<file path="config.mk">
export PLATFORM = sky130hd
export DESIGN_NAME = keypad_scan_flat
export DESIGN_NICKNAME = d
export VERILOG_FILES = /design/src/rtl/keypad_pkg.sv /design/src/rtl/keypad_scan_if.sv /design/src/rtl/keypad_tick.sv /design/src/rtl/keypad_scan.sv /design/src/flat_wrapper.sv
export SDC_FILE = /design/constraint.sdc
export NUM_CORES = 1
export LEC_CHECK = 0
export ABC_AREA = 0
export CAP_MARGIN = 20
export CORE_UTILIZATION = 25
export CTS_CLUSTER_DIAMETER = 100
export CTS_CLUSTER_SIZE = 12
export DETAILED_ROUTE_END_ITERATION = 8
export PLACE_DENSITY = 0.49
export REMOVE_ABC_BUFFERS = 1
export SYNTH_ARGS = -nofsm -noshare
export SYNTH_HDL_FRONTEND = slang
export SYNTH_SLANG_ARGS = --single-unit
</file>
<file path="constraint.sdc">
create_clock -name clk -period 2.45 [get_ports clk]
set_input_delay 0.49 -clock clk [delete_from_list [all_inputs] [get_ports clk]]
set_output_delay 0.49 -clock clk [all_outputs]
set_load 0.005 [all_outputs]
</file>
<file path="src/rtl/keypad_pkg.sv">
// Shared types and helpers for the 4x4 keypad scanner.
//   kp_state_t  : scanner FSM states
//   key_code_t  : key code, {row_idx, col_idx}
//   COL_IDLE    : column drive after reset (column 0 low)
//   col_drive() : column index -> one-hot-low column drive
//   first_low() : index of the lowest-numbered low row (row 0 wins)
package keypad_pkg;

  typedef enum logic [1:0] {SCAN, DEB_PRESS, HELD, DEB_RELEASE} kp_state_t;
  typedef logic [3:0] key_code_t;

  localparam logic [3:0] COL_IDLE = 4'b1110;

  function automatic logic [3:0] col_drive(input logic [1:0] idx);
    logic [3:0] c;
    case (idx)
      2'd0:    c = COL_IDLE;
      2'd1:    c = 4'b1101;
      2'd2:    c = 4'b1011;
      default: c = 4'b0111;
    endcase
    return c;
  endfunction

  function automatic logic [1:0] first_low(input logic [3:0] r);
    logic [1:0] idx;
    casez (r)
      4'b???0: idx = 2'd0;
      4'b??01: idx = 2'd1;
      4'b?011: idx = 2'd2;
      default: idx = 2'd3;
    endcase
    return idx;
  endfunction

endpackage

</file>
<file path="src/rtl/keypad_scan_if.sv">
// Keypad scanner bus: physical matrix lines plus the decoded key report.
//   row       : keypad rows, active low (driven by the keypad)
//   col       : column drive, one-hot low (driven by the scanner)
//   key_code  : last accepted key, row_idx*4 + col_idx
//   key_valid : one-clk strobe, key_code is new this cycle
//   key_held  : high while the accepted key stays pressed
// master = scanner side, slave = keypad/consumer side.
interface keypad_scan_if;
  import keypad_pkg::*;

  logic [3:0] row;
  logic [3:0] col;
  key_code_t  key_code;
  logic       key_valid;
  logic       key_held;

  modport master (input row, output col, output key_code, output key_valid, output key_held);
  modport slave  (output row, input col, input key_code, input key_valid, input key_held);

endinterface

</file>
<file path="src/rtl/keypad_tick.sv">
// Free-running tick generator for the keypad scanner.
//   clk, nrst : clock, async active-low reset
//   wrap      : terminal count; counter runs 0..wrap and wraps
//   tick      : high for the one clk where the counter sits at wrap
module keypad_tick #(
  parameter int CNT_W = 16
) (
  input  logic             clk,
  input  logic             nrst,
  input  logic [CNT_W-1:0] wrap,
  output logic             tick
);

  localparam logic [CNT_W-1:0] ONE = {{(CNT_W-1){1'b0}}, 1'b1};

  logic [CNT_W-1:0] cnt_q, cnt_d;

  assign tick = (cnt_q == wrap);

  always_comb begin
    cnt_d = tick ? '0 : cnt_q + ONE;
  end

  always_ff @(posedge clk or negedge nrst) begin
    if (!nrst) cnt_q <= '0;
    else       cnt_q <= cnt_d;
  end

endmodule

</file>
<file path="src/rtl/keypad_scan.sv">
// 4x4 matrix keypad scanner with press/release debounce.
//   clk, nrst : board clock, async active-low reset
//   kp        : keypad_scan_if.master (row in; col, key_code, key_valid, key_held out)
// Columns are driven low one at a time; rows are pulled up, so a pressed key
// pulls its row low while its column is driven. Once a key is seen the column
// is frozen and only the latched row is tracked until the key is released.
// Optional feature macro: KEYPAD_REPEAT_EN (auto-repeat of key_valid while held).
module keypad_scan
  import keypad_pkg::*;
#(
  parameter int CLK_HZ     = 27_000_000,
  parameter int SCAN_HZ    = 1_000,
  parameter int DEB_TICKS  = 8,
  parameter int RPT_DELAY  = 500,
  parameter int RPT_PERIOD = 100
) (
  input  logic          clk,
  input  logic          nrst,
  keypad_scan_if.master kp
);

  localparam int DIV    = CLK_HZ / SCAN_HZ;
  localparam int TCNT_W = (DIV > 1) ? $clog2(DIV) : 1;
  localparam logic [TCNT_W-1:0] TICK_WRAP = TCNT_W'(DIV - 1);

  localparam int DEB_W = $clog2(DEB_TICKS + 1);
  localparam logic [DEB_W-1:0] DEB_MAX = DEB_W'(DEB_TICKS);
  localparam logic [DEB_W-1:0] DEB_ONE = {{(DEB_W-1){1'b0}}, 1'b1};

`ifdef KEYPAD_REPEAT_EN
  localparam int RPT_MAX = (RPT_DELAY > RPT_PERIOD) ? RPT_DELAY : RPT_PERIOD;
  localparam int RPT_W   = $clog2(RPT_MAX + 1);
  localparam logic [RPT_W-1:0] RPT_DLY = RPT_W'(RPT_DELAY);
  localparam logic [RPT_W-1:0] RPT_PER = RPT_W'(RPT_PERIOD);
  localparam logic [RPT_W-1:0] RPT_ONE = {{(RPT_W-1){1'b0}}, 1'b1};
`endif

  // ---------------------------------------------------------------- tick
  logic tick;

  keypad_tick #(.CNT_W(TCNT_W)) u_tick (
    .clk  (clk),
    .nrst (nrst),
    .wrap (TICK_WRAP),
    .tick (tick)
  );

  // ------------------------------------------------------- row synchroniser
  // Rows idle high (pull-ups), so the sync stages reset to all ones.
  logic [3:0] row_s1_q, row_s2_q;

  always_ff @(posedge clk or negedge nrst) begin
    if (!nrst) begin
      row_s1_q <= 4'hF;
      row_s2_q <= 4'hF;
    end else begin
      row_s1_q <= kp.row;
      row_s2_q <= row_s1_q;
    end
  end

  logic       hit;
  logic [1:0] sel_row;
  logic       lat_low;

  // ------------------------------------------------------------------ FSM
  kp_state_t       state_q, state_d;
  logic [1:0]      col_idx_q, col_idx_d;
  logic [1:0]      lat_row_q, lat_row_d;
  logic [1:0]      lat_col_q, lat_col_d;
  logic [DEB_W-1:0] deb_q, deb_d;
  key_code_t       key_code_q, key_code_d;
  logic            key_valid_q, key_valid_d;
  logic            key_held_q, key_held_d;

`ifdef KEYPAD_REPEAT_EN
  logic [RPT_W-1:0] rpt_q, rpt_d, rpt_nxt;
  logic             rpt_arm_q, rpt_arm_d;  // first repeat done; use RPT_PERIOD from now on
`endif

  assign hit     = ~&row_s2_q;
  assign sel_row = first_low(row_s2_q);
  assign lat_low = ~row_s2_q[lat_row_q];

  // deb counts samples including the detecting one; a key is accepted on the
  // tick after the count has reached DEB_TICKS with the row still in the new
  // level, i.e. DEB_TICKS ticks after the detecting tick.
  always_comb begin
    state_d     = state_q;
    col_idx_d   = col_idx_q;
    lat_row_d   = lat_row_q;
    lat_col_d   = lat_col_q;
    deb_d       = deb_q;
    key_code_d  = key_code_q;
    key_valid_d = 1'b0;
    key_held_d  = key_held_q;
`ifdef KEYPAD_REPEAT_EN
    rpt_d       = rpt_q;
    rpt_arm_d   = rpt_arm_q;
    rpt_nxt     = rpt_q + RPT_ONE;
`endif
    if (tick) begin
      case (state_q)
        SCAN: begin
          if (hit) begin
            lat_row_d = sel_row;
            lat_col_d = col_idx_q;
            deb_d     = DEB_ONE;
            state_d   = DEB_PRESS;
          end else begin
            col_idx_d = col_idx_q + 2'd1;
          end
        end
        DEB_PRESS: begin
          if (lat_low) begin
            if (deb_q == DEB_MAX) begin
              key_code_d  = {lat_row_q, lat_col_q};
              key_valid_d = 1'b1;
              key_held_d  = 1'b1;
              deb_d       = '0;
              state_d     = HELD;
`ifdef KEYPAD_REPEAT_EN
              rpt_d       = '0;
              rpt_arm_d   = 1'b0;
`endif
            end else begin
              deb_d = deb_q + DEB_ONE;
            end
          end else begin
            // Bounce: resume scanning; the column moves on at the next tick.
            deb_d   = '0;
            state_d = SCAN;
          end
        end
        HELD: begin
          if (!lat_low) begin
            deb_d   = DEB_ONE;
            state_d = DEB_RELEASE;
          end
`ifdef KEYPAD_REPEAT_EN
          else begin
            // Not cleared on a release bounce back into HELD, so counting resumes.
            if (rpt_nxt == (rpt_arm_q ? RPT_PER : RPT_DLY)) begin
              key_valid_d = 1'b1;
              rpt_d       = '0;
              rpt_arm_d   = 1'b1;
            end else begin
              rpt_d = rpt_nxt;
            end
          end
`endif
        end
        DEB_RELEASE: begin
          if (!lat_low) begin
            if (deb_q == DEB_MAX) begin
              key_held_d = 1'b0;
              deb_d      = '0;
              state_d    = SCAN;
            end else begin
              deb_d = deb_q + DEB_ONE;
            end
          end else begin
            deb_d   = '0;
            state_d = HELD;
          end
        end
        default: state_d = SCAN;
      endcase
    end
  end

  always_ff @(posedge clk or negedge nrst) begin
    if (!nrst) begin
      state_q     <= SCAN;
      col_idx_q   <= 2'd0;
      lat_row_q   <= 2'd0;
      lat_col_q   <= 2'd0;
      deb_q       <= '0;
      key_code_q  <= '0;
      key_valid_q <= 1'b0;
      key_held_q  <= 1'b0;
`ifdef KEYPAD_REPEAT_EN
      rpt_q       <= '0;
      rpt_arm_q   <= 1'b0;
`endif
    end else begin
      state_q     <= state_d;
      col_idx_q   <= col_idx_d;
      lat_row_q   <= lat_row_d;
      lat_col_q   <= lat_col_d;
      deb_q       <= deb_d;
      key_code_q  <= key_code_d;
      key_valid_q <= key_valid_d;
      key_held_q  <= key_held_d;
`ifdef KEYPAD_REPEAT_EN
      rpt_q       <= rpt_d;
      rpt_arm_q   <= rpt_arm_d;
`endif
    end
  end

  // ------------------------------------------------------------- outputs
  assign kp.col       = col_drive(col_idx_q);
  assign kp.key_code  = key_code_q;
  assign kp.key_valid = key_valid_q;
  assign kp.key_held  = key_held_q;

endmodule

</file>
<file path="src/flat_wrapper.sv">
// flat-port wrapper written by rule: the top's interface ports become plain ports
module keypad_scan_flat import keypad_pkg::*;
#(
  parameter int CLK_HZ     = 27_000_000,
  parameter int SCAN_HZ    = 1_000,
  parameter int DEB_TICKS  = 8,
  parameter int RPT_DELAY  = 500,
  parameter int RPT_PERIOD = 100
)
  (clk, nrst, kp_row, kp_col, kp_key_code, kp_key_valid, kp_key_held);
  keypad_scan_if kp_i ();
  input  logic clk;
  input  logic nrst;
  input wire logic [$bits(kp_i.row)-1:0] kp_row;
  output wire logic [$bits(kp_i.col)-1:0] kp_col;
  output wire logic [$bits(kp_i.key_code)-1:0] kp_key_code;
  output wire logic [$bits(kp_i.key_valid)-1:0] kp_key_valid;
  output wire logic [$bits(kp_i.key_held)-1:0] kp_key_held;
  assign kp_i.row = kp_row;
  assign kp_col = kp_i.col;
  assign kp_key_code = kp_i.key_code;
  assign kp_key_valid = kp_i.key_valid;
  assign kp_key_held = kp_i.key_held;
  keypad_scan #(.CLK_HZ(CLK_HZ), .SCAN_HZ(SCAN_HZ), .DEB_TICKS(DEB_TICKS), .RPT_DELAY(RPT_DELAY), .RPT_PERIOD(RPT_PERIOD)) u_core (.clk(clk), .nrst(nrst), .kp(kp_i));
endmodule
</file>
# Word-level counts from Yosys, hierarchy flattened
# Cells that the tools add are included.
totals:
  register_bits: 41
  latch_bits: 0
  ramBits: 0
  romBits: 0
  output_inout_bits: 10
  wordCells: 72
  mem_count: 0
classes:
  add_sub_neg: 3
  mul: 0
  div_mod_pow: 0
  magnitude_cmp: 1
  n_eq_ne: 17
  shift: 0
  n_mux: 27
  bitwise_logic: 3
  n_reduce_logical: 10
ops:
  columns: ["op", "n"]
  rows:
  - ["4-bit 2-to-1 mux", 5]
  - ["4-bit case mux with 4 select lines", 1]
  - ["15-bit by 1-bit adder with 15-bit output (second input constant)", 1]
  - ["15-bit == test (second input constant)", 1]
  - ["15-bit 2-to-1 mux", 1]
  - ["2-bit 2-to-1 mux", 6]
  - ["4-bit case mux with 3 select lines", 1]
  - ["6-bit AND reduction", 2]
  - ["1-bit 2-to-1 mux", 9]
  - ["2-bit by 1-bit != test with 1-bit output (second input constant)", 4]
  - ["2-bit case mux with 4 select lines", 1]
  - ["4-bit AND reduction", 2]
  - ["2-bit by 1-bit == test with 1-bit output (second input constant)", 3]
  - ["2-bit == test (second input constant)", 3]
  - ["2-bit case mux with 3 select lines", 1]
  - ["3-bit AND reduction", 2]
  - ["5-bit AND reduction", 1]
  - ["4-bit by 1-bit adder with 4-bit output (second input constant)", 1]
  - ["4-bit == test (second input constant)", 1]
  - ["2-bit zero test", 2]
  - ["2-bit != test (second input constant)", 2]
  - ["3-bit by 2-bit == test with 1-bit output (second input constant)", 1]
  - ["2-bit by 3-bit less-than comparator with 1-bit output (second input constant)", 1]
  - ["3-bit by 1-bit != test with 1-bit output (second input constant)", 1]
  - ["other kinds (6)", 8]

# Logic depth before layout (Yosys ltp)
depth:
  word_depth: 5
  depth_mapped: 7
  depth_no_buf: 6

# Cells and area by module
# Synthesis repeated with hierarchy kept, for this count alone.
hier_totals:
  cells_unflattened: 193
  area_unflattened_um2: 2175.8
modules_own_cells:
  columns: ["module", "instances", "cells_each", "area_per_inst_um2"]
  rows:
  - ["keypad_scan", 1, 102, 1167.4]
  - ["keypad_tick", 1, 91, 1008.5]

# Worst setup path after synthesis
# No wires, ideal clock.
synth_path:
  path_type: "reg2reg"
  startpoint: "register u_core.u_tick.cnt_q[9]"
  endpoint: "register u_core.col_idx_q[1]"
  setup_ns: 0.127
  arrival_time_ns: 2.020
  t_required_ns: 2.323
  path_slack_ns: 0.303
  stages_incl_launch_ff: 6
  path_buffers: 1
  synth_period_minus_slack_ns: 2.147
  path_cell_list: "dfrtp_1 > or4b_4 > or4_1 > buf_6 > nor2_4 > mux2_1"
synth_via:
  elab_chain_cells: 2
synth_rtl:
  columns: ["element", "line_no", "text"]
  rows:
  - ["from (decl)", "keypad_tick.sv:16", "logic [CNT_W-1:0] cnt_q, cnt_d;"]
  - ["from (signal assigned)", "keypad_tick.sv:26", "else cnt_q <= cnt_d;"]
  - ["15-bit == test", "keypad_tick.sv:18", "assign tick = (cnt_q == wrap);"]
  - ["6-bit AND reduction (no line)", null, null]
  - ["to (signal assigned)", "keypad_scan.sv:188", "col_idx_q <= col_idx_d;"]
  - ["to (decl)", "keypad_scan.sv:68", "logic [1:0] col_idx_q, col_idx_d;"]
# Every way passes these cells.
# A chain may end at the register's enable or synchronous reset.

# Final worst setup path
layout_path:
  startpoint: "register u_core.u_tick.cnt_q[9]"
  endpoint: "register u_core.deb_q[2]"
layout_via:
  elab_chain_cells: 2
layout_rtl:
  columns: ["element", "line_no", "text"]
  rows:
  - ["15-bit == test", "keypad_tick.sv:18", null]
  - ["3-bit AND reduction (no line)", null, null]
  - ["to (signal assigned)", "keypad_scan.sv:178", "deb_q <= '0;"]
  - ["to (signal assigned)", "keypad_scan.sv:191", "deb_q <= deb_d;"]
  - ["to (decl)", "keypad_scan.sv:71", "logic [DEB_W-1:0] deb_q, deb_d;"]
# Every way passes these cells.

==> out/qor.csv <==
stage,metric,value,unit
status,status,"complete, no violations",
floorplanning,Die ar.,7919,sq um
place,DP Worst Slack,0.3148,ns
floorplanning,core area,7292,sq um
synthesis,synth warn,0,
route,Antenna Nets Post-Route,0,
floorplanning,initial core utilization,0.2594,
power_and_ir_drop,Switching Fraction,0.1908,
sta,setup ws final,0.3028,ns
cells_and_area,Nets,201,
power_and_ir_drop,Leak,0.9911,nW
power_and_ir_drop,pwr/cell area,595.5,nW/um^2
clock_network,post-CTS setup buffer count,0,
clock_network,clock sink total,41,
sta,Max Clock Skew,0.01185,ns
clock_network,CTS tree,built,
route,Top Metal Used,met4,
sta,RSZ-0062 raised after global routing,no,
cells_and_area,ant diodes,0,
clock_network,"Hold-fix buffers, CTS",0,
cells_and_area,design area,2290,sq um
sta,measured slew at the worst slew-check pin,0.8363,ns
sta,Slew Limit Headroom,0.4425,
setup_path,FF-to-FF setup slack,0.30,ns
clock_network,Worst-path clk slew,0.08,ns
power_and_ir_drop,Int Power,1.103,mW
grt,global-route wire length before repair,6.099,mm
floorplanning,I/O Pins,16,
clock_network,Max clock buf depth,2,
sta,Final Hold Fails,0,
place,dpl cell area,2156,sq um
sta,crit share post-route,0.8764,
setup_path,Crit Path Max Fanout,8,
sta,fmax,465.7,MHz
synthesis,"EDFF count, synth",0,
floorplanning,# rows,31,
grt,gr usage total,0.1034,
place,Placed Cells,280,
sta,# setup viols final,0,
floorplanning,height of the chip,88.99,microns
setup_path,Required @ worst endpoint,2.69,ns
route,WL met3,117,microns
grt,pin count of the biggest net entering global routing,38,
power_and_ir_drop,peak supply drop,0.2527,mV
route,initial DRC count,35,
setup_path,worst reg2reg path endpoint,u_core.deb_q[2]$_DFFE_PN0P_,
sta,worst hold slack,0.2914,ns
power_and_ir_drop,combinational share of power,0.021,
setup_path,element type at the critical path start,flip-flop,
clock_network,post-CTS sizing,0,
power_and_ir_drop,Clock power frac,0.471,
route,router iterations before antenna repair,2,
sta,post-route minimum period,2.147,ns
clock_network,total clock buffers created by CTS,5,
cells_and_area,"Core Util, Final",0.3140,
synthesis,asr flop ratio synth,1.000,
route,Routed wire per std cell,12.13,microns
synthesis,Mapped Cells,167,
grt,total gr overflow,0,
setup_path,critical path endpoint category,flip-flop,
cells_and_area,Layout Cells excl Fill,288,
run,Max-Cap Viols,0,
route,DRC,0,
cells_and_area,area delta synth->final,21.03,%
grt,vias in the first global route,1259,
power_and_ir_drop,register share of total power,0.508,
route,DRT met1 WL,1.711,mm
clock_network,Skew-Pair Late Insertion Delay,0.30,ns
clock_network,clk root buf,clkbuf_8,
synthesis,Synth cell types,40,
power_and_ir_drop,P_sw,0.2602,mW
power_and_ir_drop,power consumption,1.364,mW
hold_path,HP Class,input pin to async pin,
place,I/O Buffers,15,
synthesis,Post-synth top flop,dfrtp_1,
synthesis,Syn Area/Cell,11.33,sq um
route,met2 wire length,1.625,mm
setup_path,crit path kind,flip-flop to flip-flop,
place,Placer Congestion,0.7222,
synthesis,Synth Cell Area,1892,sq um
setup_path,critical path arrival,2.39,ns
place,hpwl dp,2.512,mm
cells_and_area,layout cells sized above 1,0.1376,
route,routed vias/inst,4.427,
synthesis,Synth Register Bits,41,
setup_path,Worst R2R Path Depth,5,
setup_path,Critical R2R Launch,u_core.u_tick.cnt_q[9]$_DFF_PN0_,
sta,Max Transition Viols Final,0,
sta,setup tns final,0,ns
route,vias post-DR,1275,
grt,initial antenna violation count,0,
cells_and_area,Fillers,775,
floorplanning,Die W,88.99,microns
synthesis,"Seq/Total Area, Yosys",0.5476,
clock_network,H-Tree Depth,2,
route,Routed WL,3.494,mm
## kinds of logic (layout without fill, tap and decap cells)
logic type	after synthesis	after routing	share of synthesized area
adders and majority gates	7	7	0.04629
DFF	41	41	0.5476
and+or+nand+nor	54	54	0.1667
xor gates and xnor gates	13	13	0.06019
buffers and inverters	17	39	0.04034
AOI/OAI and AO/OA	29	29	0.09722
muxes	6	6	0.04166
## power groups by stage
stage	Combinational, mW	Sequential [mW]	Clock, mW
floorplan	0.00678	0.704	0
global placement	0.0308	0.705	0
detailed placement	0.0303	0.705	0
CTS	0.0304	0.692	0.660
global route	0.0337	0.693	0.690
finish	0.0289	0.692	0.643
## state kept, by name (all words and copies together) (netlist names), named ones only
register             cells
u_core.row_s1_q          4
u_core.deb_q             4
u_core.state_q           1
u_core.row_s2_q          4
u_core.lat_row_q         2
u_core.kp.key_valid      1
u_core.kp.key_code       4
u_core.kp.key_held       1
u_core.u_tick.cnt_q     15
u_core.col_idx_q         2
u_core.lat_col_q         2
## synthesized netlist by cell type (2+ instances only)
library cell,number,share of area
a21oi_1,5,0.013
a32o_1,2,0.011
and2_1,2,0.0066
and3_1,3,0.0099
dfrtp_1,33,0.44
dfstp_2,8,0.11
ha_1,7,0.046
inv_1,13,0.026
mux2_1,5,0.030
nand2_1,7,0.014
nand3_1,8,0.021
nand4_1,6,0.020
nand4b_1,2,0.0093
nor2_1,12,0.024
nor3_1,2,0.0053
o21ai_0,12,0.032
o311a_1,2,0.011
o31ai_1,2,0.0079
or2_2,2,0.0066
or4_1,3,0.012
xnor2_1,7,0.032
xor2_1,6,0.028
## worst max-delay path by stage
stage | startpoint | slack, ns | end | cells past startpoint
floorplan | u_core.u_tick.cnt_q[9]$_DFF_PN0_ | 0.11 | u_core.kp.key_code[0]$_DFFE_PN0P_ | 4
global placement | u_core.u_tick.cnt_q[9]$_DFF_PN0_ | 0.34 | u_core.col_idx_q[1]$_DFFE_PN0P_ | 4
detailed placement | u_core.u_tick.cnt_q[9]$_DFF_PN0_ | 0.31 | u_core.col_idx_q[1]$_DFFE_PN0P_ | 4
CTS | u_core.u_tick.cnt_q[9]$_DFF_PN0_ | 0.30 | u_core.col_idx_q[1]$_DFFE_PN0P_ | 4
global route | u_core.u_tick.cnt_q[10]$_DFF_PN0_ | 0.21 | flip-flop | 5
finish | u_core.u_tick.cnt_q[9]$_DFF_PN0_ | 0.30 | u_core.deb_q[2]$_DFFE_PN0P_ | 5
## critical path, cell delays in order (launching register included)
cell and delay, ns:
dfrtp_1 0.41, or4b_4 0.56, or4_1 0.58, buf_4 0.20, o22ai_1 0.15, a32o_1 0.18
## cell usage in the layout, fill, tap and decap left out, drive strengths merged, types with 4 or more instances in the layout
master         instances
a21oi                  5
mux2                   5
buf                    4
clkbuf                 5
clkdlybuf4s50         14
xor2                   6
nand2                  7
nand3                  8
ha                     7
xnor2                  7
inv                   13
nor2                  13
o21ai                 13
dfrtp                 33
nand4                  6
dfstp                  8
## final cells by class
type / count / area (sq um) / area share
inverters: 13 / 48.80 / 0.02131
repair buffers: 18 / 167.7 / 0.07322
flip-flops and latches: 41 / 1036 / 0.4525
well taps: 99 / 123.9 / 0.05410
clock buffers: 5 / 68.82 / 0.03005
clock inverters: 3 / 65.06 / 0.02842
multi-input cells: 109 / 779.5 / 0.3404
## per-layer routing
| metal | vias up | global-route usage |
|---|---|---|
| met5 | - | 0 |
| met4 | 0 | 0.03463 |
| met3 | 7 | 0.03601 |
| met2 | 12 | 0.1615 |
| met1 | 624 | 0.1342 |
| li1 | 632 | - |
Power figures use the tool's default switching activity.
==> edit (same flow settings) <==
The option `KEYPAD_REPEAT_EN` is turned on by a define.
--- a/src/rtl/keypad_scan.sv
+++ b/src/rtl/keypad_scan.sv
@@ -7,2 +7,4 @@
 // Optional feature macro: KEYPAD_REPEAT_EN (auto-repeat of key_valid while held).
+`define KEYPAD_REPEAT_EN
+
 module keypad_scan
Behaviour: no difference found for any inputs over 10 cycles, from zero or initial values and one cycle with nrst low; that may be too few to reach the edited logic, so the function may still have changed.
==> edit against the unedited design <==
  * Cell area rose by 34%
  * Clock skew increased by 0.0019 ns
  * Cell count up 41%
  * Total power up 1.6%
  * Area after synthesis increased by 38%
  * Worst hold slack worse by 0.13 ns
  * Global-route usage down 0.67 points
  * Worst setup slack got worse by 0.13 ns
  * Combinational power increased by 20%
  * Wire length rose by 44%
  * Sequential cell count rose by 10
==> edit: results (changes against the unedited design) <==
Layout
  • FILL cells: 1014 (was 775)
  • Layout Nets: 289 (was 201)
  • Fraction of layout cells with a size suffix above 1: 0.158 (was 0.138)
  • Top Registers: u_core.u_tick.cnt_q: 15 flops, u_core.rpt_q: 9 flops

Global route
  • Initial antenna violation count: 0 (unchanged)
  • First-pass GRT wire length: 8570 um (was 6100 um)
  • Total Routing Usage GR: 0.0967 (was 0.103)
  • Vias in the first global route: 1748 (was 1259)
  • Largest net degree at the start of global routing: 31 (was 38)

Detailed routing
  • WL/cell: 12.4 um (was 12.1 um)
  • Via Count: 1846 (was 1275)
  • Iter 0 DRT Violations: 86 (was 35)
  • Drt first pass iters: 6 (was 2)
  • Drt via density: 4.56 (was 4.43)

Timing
  • Worst hold margin: 0.161 ns (was 0.291 ns)
  • Max Fclk: 438 MHz (was 466 MHz)
  • Final Skew: 0.0137 ns (was 0.0118 ns)
  • Least-Margin Pin Slew: 0.551 ns (was 0.836 ns)

Synthesis
  • Synth top area cells: dfrtp_1 (41%), dfstp_2 (8.0%), ha_1 (5.7%) (was dfrtp_1 (44%), dfstp_2 (11%), ha_1 (4.6%))
  • Top post-synthesis cells by count: dfrtp_1 (43), nand2_1 (27), nor2_1 (18) (was dfrtp_1 (33), inv_1 (13), nor2_1 (12), o21ai_0 (12))
  • Post-synthesis sequential area ratio: 0.491 (was 0.548)
  • Async SR Flop Fraction: 1.00 (unchanged)
  • Post-synth cell types: 52 (was 40)
  • Mean Syn Cell Area: 10.6 um2 (was 11.3 um2)

Placed design
  • RePlAce Congestion: 0.756 (was 0.722)
  • Place WS: 0.163 ns (was 0.315 ns)
  • Post-placement cell count: 397 (was 280)
  • HPWL after DPL: 3700 um (was 2510 um)
  • Port bufs: 15 (unchanged)

Power and ir drop
  • Peak supply drop: 194 uV (was 253 uV)
  • Leakage dissipation: 1.28 nW (was 0.991 nW)

Clock network
  • Root Driver: clkbuf_8 (unchanged)
  • Clock latency on the worst-skew pair: 0.31 ns
  • Postcts setup bufs: 0 (unchanged)
  • Clock slew at reported path FFs: 0.10 ns (was 0.08 ns)
  • H-tree depth: 2 (unchanged)

Worst setup path
  • Critical path launch point type: flip-flop (unchanged)
  • CP Max Fanout: 16 (was 8)
  • R2r setup slk: 0.17 ns (was 0.30 ns)
  • Arr. time, crit path: 2.49 ns (was 2.39 ns)
  • Reg2reg start: u_core.u_tick.cnt_q[9]$_DFF_PN0_ (unchanged)
  • Worst R2R End: u_core.kp.key_code[3]$_DFFE_PN0P_ (was u_core.deb_q[2]$_DFFE_PN0P_)

Outcome
  • Status: complete, no violations (unchanged)
edit: area by class of cell:
type,count,area [um2],area share
flip-flops and latches,51,1290,0.420
multi-input cells,176,1250,0.409
repair buffers,23,218,0.0710
well taps,133,166,0.0543
clock buffers,6,72.6,0.0237
inverters,14,52.6,0.0171
clock inverters,2,16.3,0.00531
edit: worst max path at each step:
stage,startpoint,end,depth (start not counted)
finish,u_core.u_tick.cnt_q[9]$_DFF_PN0_,u_core.kp.key_code[3]$_DFFE_PN0P_,5
global route,u_core.u_tick.cnt_q[9]$_DFF_PN0_,u_core.kp.key_code[1]$_DFFE_PN0P_,5
CTS,u_core.u_tick.cnt_q[9]$_DFF_PN0_,u_core.kp.key_code[3]$_DFFE_PN0P_,5
detailed placement,u_core.u_tick.cnt_q[9]$_DFF_PN0_,u_core.kp.key_code[3]$_DFFE_PN0P_,5
global placement,u_core.u_tick.cnt_q[9]$_DFF_PN0_,u_core.kp.key_code[1]$_DFFE_PN0P_,5
floorplan,u_core.u_tick.cnt_q[9]$_DFF_PN0_,u_core.rpt_q[7]$_DFFE_PN0P_,6
edit: power by group:
group | total, mW | leakage [nW] | switching [mW] | internal, mW
Combinational | 0.0348 | 0.572 | 0.0214 | 0.0134
Sequential | 0.857 | 0.671 | 0.00407 | 0.853
Clock | 0.493 | 0.0418 | 0.288 | 0.206
edit: repair_timing:
action	CTS	global route
hold buffers	0	0
endpoints found under the setup margin	0	1
gates resized for setup	0	1
edit: critical path, stage by stage (launching register included):
cell,delay (ns)
dfrtp_1,0.42
or4b_4,0.56
nor4_4,0.29
buf_4,0.25
and3_1,0.30
mux2_2,0.36
edit: cells by family (layout without fill, tap and decap cells):
logic type,after synthesis,count (layout),synth area share
AND/OR/NAND/NOR,97,97,0.207
flip-flops,51,51,0.491
AO/OA/AOI/OAI,43,43,0.121
buffers and inverters,20,45,0.0301
XOR/XNOR,14,14,0.0468
adder cells (fa/ha/maj),12,12,0.0574
multiplexers,10,10,0.0468
edit: through the flow:
step	cell area, um2	power [mW]
5_1_grt	3070	1.45
4_1_cts	3060	1.42
3_5_place_dp	2980	0.910
6_report	3070	1.39
2_1_floorplan	2590	0.879
3_3_place_gp	2980	0.911
edit: layer usage:
layer / global-route usage / vias to the layer above / part of all wire
li1: - / 922 / -
met1: 0.131 / 889 / 0.51
met2: 0.150 / 29 / 0.45
met3: 0.0238 / 6 / 0.030
met4: 0.0316 / 0 / 0.011
met5: 0 / - / 0
